**config.mk**
```make
export PLATFORM = sky130hd
export DESIGN_NAME = ir_sweep_seq
export DESIGN_NICKNAME = d
export VERILOG_FILES = /design/src/rtl/ir_sweep_seq.sv
export SDC_FILE = /design/constraint.sdc
export NUM_CORES = 1
export LEC_CHECK = 0
export CAP_MARGIN = 20
export CORE_MARGIN = 2
export CORE_UTILIZATION = 50
export DETAILED_ROUTE_END_ITERATION = 10
export PLACE_DENSITY_LB_ADDON = 0.3
export SYNTH_ARGS = -nofsm -noshare
export SYNTH_HDL_FRONTEND = slang
export SYNTH_SLANG_ARGS = --single-unit
export TNS_END_PERCENT = 5
```
**constraint.sdc**
```tcl
create_clock -name clk -period 1.9 [get_ports clk]
set_input_delay 0.38 -clock clk [delete_from_list [all_inputs] [get_ports clk]]
set_output_delay 0.38 -clock clk [all_outputs]
set_load 0.01 [all_outputs]
```
**src/rtl/ir_sweep_seq.sv**
```systemverilog
// IR line-sensor sweep sequencer: powers the emitters, converts each channel through
// the A2D interface, stores the results and publishes right-minus-left position error.
module ir_sweep_seq #(
    parameter int NUM_CH    = 6,
    parameter int IR_SETTLE = 4096,
    parameter int TMO       = 1024
) (
    input  logic               clk,
    input  logic               rst,
    input  logic               go,
    output logic               strt_cnv,
    output logic [2:0]         chnnl,
    input  logic               cnv_cmplt,
    input  logic [11:0]        res,
    output logic               IR_en,
    output logic               busy,
    output logic               sweep_done,
    output logic signed [15:0] err,
    output logic               a2d_tmo,
    input  logic [2:0]         rd_idx,
    output logic [11:0]        rd_res
);

    localparam int SW = $clog2(IR_SETTLE + 1);
    localparam int TW = $clog2(TMO + 1);
    localparam logic [SW-1:0] SETTLE_LAST = SW'(IR_SETTLE - 1);
    localparam logic [TW-1:0] TMO_LAST    = TW'(TMO - 1);
    localparam logic [2:0]    LAST_CH     = 3'(NUM_CH - 1);
    localparam logic [2:0]    HALF_CH     = 3'(NUM_CH / 2);

    localparam logic [2:0] S_IDLE    = 3'd0;
    localparam logic [2:0] S_SETTLE  = 3'd1;
    localparam logic [2:0] S_START   = 3'd2;
    localparam logic [2:0] S_GAP     = 3'd3;
    localparam logic [2:0] S_WAIT    = 3'd4;
    localparam logic [2:0] S_CAPTURE = 3'd5;
    localparam logic [2:0] S_DONE    = 3'd6;

    logic [2:0]    state;
    logic [SW-1:0] settle_cnt;
    logic [TW-1:0] wait_cnt;
    logic [11:0]   cap_res;
    logic [13:0]   left_acc;
    logic [13:0]   right_acc;
    logic [11:0]   bank [NUM_CH];

    assign strt_cnv = (state == S_START);
    assign busy     = (state != S_IDLE);

    // NOTE: all state updates use non-blocking assignments so every register samples
    // pre-edge values; blocking here would make results depend on statement order.
    always_ff @(posedge clk) begin
        if (rst) begin
            state      <= S_IDLE;
            IR_en      <= 1'b0;
            sweep_done <= 1'b0;
            a2d_tmo    <= 1'b0;
            chnnl      <= '0;
            err        <= '0;
            settle_cnt <= '0;
            wait_cnt   <= '0;
            cap_res    <= '0;
            left_acc   <= '0;
            right_acc  <= '0;
            // NOTE: the bank is reset because rd_res exposes it directly; a reset
            // sweep must read back as zeros, not leftover data.
            for (int i = 0; i < NUM_CH; i++) bank[i] <= '0;
        end else begin
            sweep_done <= 1'b0;
            case (state)
                S_IDLE: begin
                    if (go) begin
                        state      <= S_SETTLE;
                        a2d_tmo    <= 1'b0;
                        settle_cnt <= '0;
                        chnnl      <= '0;
                        IR_en      <= 1'b1;
                        left_acc   <= '0;
                        right_acc  <= '0;
                    end
                end
                S_SETTLE: begin
                    if (settle_cnt == SETTLE_LAST) state <= S_START;
                    else settle_cnt <= settle_cnt + 1'b1;
                end
                S_START: state <= S_GAP;
                // cnv_cmplt may still be high from the previous conversion here.
                S_GAP: begin
                    wait_cnt <= '0;
                    state    <= S_WAIT;
                end
                S_WAIT: begin
                    if (cnv_cmplt) begin
                        cap_res <= res;
                        state   <= S_CAPTURE;
                    end else if (wait_cnt == TMO_LAST) begin
                        cap_res <= '0;
                        a2d_tmo <= 1'b1;
                        state   <= S_CAPTURE;
                    end else begin
                        wait_cnt <= wait_cnt + 1'b1;
                    end
                end
                S_CAPTURE: begin
                    bank[chnnl] <= cap_res;
                    if (chnnl < HALF_CH) left_acc  <= left_acc + 14'(cap_res);
                    else                 right_acc <= right_acc + 14'(cap_res);
                    if (chnnl == LAST_CH) begin
                        state <= S_DONE;
                    end else begin
                        chnnl <= chnnl + 1'b1;
                        state <= S_START;
                    end
                end
                S_DONE: begin
                    err        <= 16'(right_acc) - 16'(left_acc);
                    IR_en      <= 1'b0;
                    sweep_done <= 1'b1;
                    state      <= S_IDLE;
                end
                default: state <= S_IDLE;
            endcase
        end
    end

    // NOTE: rd_res gets a default before the conditional so no latch is inferred.
    always_comb begin
        rd_res = '0;
        if (32'(rd_idx) < NUM_CH) rd_res = bank[rd_idx];
    end

endmodule
```
==> metrics.cfg <==
[timing]
clock_skew_ns=0.0145
fin_ws_ns=-0.102
slew_viol_final=0
hold_viol=0
slew_headroom_pct=61.8
post-route-min-period_ns=2.00
fmax_ghz=0.499
tightest_slew_ns=0.569
layout_worst_path_cycle_share_pct=105
rsz0062_at_grt=true
setup_viol=27

[power]
pwr-share-seq_pct=48.7
power_frac_clock_pct=44.7
peakVddDrop_mv=0.676
pwr-share-comb_pct=6.6
p_sw_uw=1800
p_int_uw=5740
p_per_area_nw_per_um2=676
power_uw=7540
power_leakage_uw=0.00449
switching_share_pct=23.8

[floorplanning]
ios=55
die-area_um2=17900
core_um2=16500
die_w_um=134
start_util_pct=51.0
rows=47
fp.dieH_um=134

[clock_tree]
ctsHoldBuffers=0
htreeDepth=4
cts_tree=done
insertion_delay_ns=0.44
numClockSinks=160
cts-root-buf=clkbuf_16
cts_max_path_buffers=2
cts_buffers=17
path_clk_slew_ns=0.07

[cells_and_area]
layout_commonest_cell=buf_4
final_cell_mix=buf_4 (120), nor2_1 (119), dfxtp_1 (76)
layout-drive-gt1-share_pct=28.1
layout.nets=1094
n_fill_cell=1244
area_growth_pct=32.3
layout.cells.non_filler=1263
antenna_cells=0

[placement]
io_buffers=54
post-place-ws_ns=-0.736
place_congestion=0.941
dp.cells=1223
dp_hpwl_mm=15.1

[worst_setup_path]
path_cells=buf_4 -> ha_1 -> a21oi_1 -> o21ai_0 -> a21oi_2 -> or4_1 -> o211ai_1
cp-start-kind=register
cp.required_ns=2.26
cp_max_fo=6
slowest_delay_ns=0.51
crit_type=reg2reg
crit_buf_inv=1
cp.arrival_ns=2.36
critPathCaptureType=register
critPathTopFamily=compound AO/OA/AOI/OAI gates
slowest_stage=or4_1

[global_routing]
grt.total_usage_pct=24.0
antenna_found_initial=0
grt_max_degree=24
grt_pass1_vias=6668
overflow=0
grt_pass1_wl_mm=33.5

[logic_synthesis]
syn_area_per_cell_um2=9.80
yosys_warnings=0
synthTopCellsByArea=edfxtp_1 (26%), dfxtp_1 (21%), ha_1 (6.2%)
yosysSeqAreaShare_pct=46.5
syn_nets=924
synth_top_area_share_pct=25.6
netlist_area_um2=8430
ys_ff_latch=160
synthCells=860
synthArstFlopShare_pct=0
synth-edff-count=72
synthFlopType=dfxtp_1
synthDistinctLibCells=77
synth_top_area_cell=edfxtp_1

[run]
maxCapViolCount=0

[detailed_routing]
wl_mm=21.9
firstDrtPassIters=6
drc=0
ant_nets=0
drt-initial-drc-count=489
avgRoutedWirePerCell_um=17.3
vias=7155
via_per_inst=5.67

[status]
run_status=finished with violations
violations=setup timing

[hold_path]
min_path_type=reg2reg

[metal layers]
metal | global-route usage [%] | share of wire [%] | vias up
met2 | 38.2 | 48 | 233
met1 | 32.6 | 44 | 3443
met3 | 4.84 | 5.8 | 39
met4 | 8.81 | 2.4 | 0
met5 | 0 | 0 | -
li1 | - | - | 3440
[timing repair]
item                                    CTS  global route
buffers inserted                          0             6
pin swaps                                 9            34
gates resized for setup                  90            80
endpoints found under the setup margin   41            68
cloned                                    3             0
[flip-flops by register name, indices dropped and copies added (netlist names)]
name,cells
IR_en,1
a2d_tmo,1
bank,72
cap_res,12
chnnl,3
err,15
left_acc,14
right_acc,14
settle_cnt,13
state,3
sweep_done,1
wait_cnt,11
[worst reg2reg max path, stage by stage, from the launching register on]
cell,delay (ns)
dfxtp_1,0.32
buf_4,0.14
ha_1,0.37
a21oi_1,0.13
o21ai_0,0.25
a21oi_2,0.12
or4_1,0.51
o211ai_1,0.09
[cells in the mapped netlist (all sizes together) (5+ instances only)]
| cell | instances |
|---|---|
| o31ai | 6 |
| nand2 | 69 |
| clkbuf | 13 |
| mux4 | 12 |
| ha | 42 |
| a22o | 12 |
| nor2 | 122 |
| a21o | 8 |
| o211ai | 5 |
| nand4 | 9 |
| mux2i | 14 |
| nor3b | 5 |
| a31oi | 7 |
| dfxtp | 88 |
| o21ai | 23 |
| a22oi | 15 |
| a21oi | 58 |
| nand3 | 26 |
| nor3 | 11 |
| nor2b | 7 |
| buf | 25 |
| o22ai | 13 |
| nand2b | 19 |
| a211oi | 10 |
| and2 | 13 |
| xor2 | 22 |
| inv | 54 |
| edfxtp | 72 |
| nor4 | 7 |
| xnor2 | 18 |
[area by class of cell]
| cell class | instances | area, µm² | area share (%) |
|---|---|---|---|
| Tap cell | 220 | 275 | 2.47 |
| Multi-Input combinational cell | 608 | 4470 | 40.1 |
| Clock inverter | 14 | 145 | 1.30 |
| Clock buffer | 18 | 429 | 3.85 |
| Inverter | 54 | 205 | 1.84 |
| Sequential cell | 160 | 3940 | 35.4 |
| Timing Repair Buffer | 189 | 1680 | 15.1 |
[stage by stage]
| stage | TNS (ns) | util [%] | hold WS [ns] | instance area (µm²) |
|---|---|---|---|---|
| 5_1_grt | -3.31 | 67.5 | 0.470 | 11200 |
| 6_report | -1.21 | 67.5 | 0.441 | 11200 |
| 4_1_cts | -1.66 | 65.6 | 0.437 | 10800 |
| 3_5_place_dp | -34.37 | 61.3 | 0.423 | 10100 |
| 3_3_place_gp | -31.96 | 61.3 | 0.424 | 10100 |
| 2_1_floorplan | -0.272 | - | 0.407 | 8440 |
[cells by family after synthesis]
| group | Yosys count | synth area share (%) |
|---|---|---|
| multiplexers | 26 | 4.87 |
| flip-flops | 160 | 46.5 |
| adder cells (fa/ha/maj) | 45 | 6.95 |
| buffers and inverters | 92 | 4.70 |
| XOR/XNOR | 40 | 4.16 |
| AO/OA/AOI/OAI | 181 | 14.2 |
| AND/OR/NAND/NOR | 316 | 18.6 |
[final timing paths]
path	to	startpoint	slack, ns	cells past startpoint
setup / recovery	right_acc[13]$_SDFFE_PP0P_	right_acc[6]$_SDFFE_PP0P_	-0.10	7
hold / removal	settle_cnt[12]$_SDFFE_PP0P_	settle_cnt[12]$_SDFFE_PP0P_	0.44	2
setup reg to reg	right_acc[13]$_SDFFE_PP0P_	right_acc[6]$_SDFFE_PP0P_	-0.10	7
hold reg to reg	settle_cnt[12]$_SDFFE_PP0P_	settle_cnt[12]$_SDFFE_PP0P_	0.44	2
[power groups by stage]
stage	registers (µW)	clock network [µW]	logic (µW)
2_1_floorplan	3740	0	231
3_3_place_gp	3750	0	470
3_5_place_dp	3750	0	477
4_1_cts	3670	3400	486
5_1_grt	3670	3520	533
6_report	3670	3370	501
No activity file was read; power rests on OpenSTA's default activity.
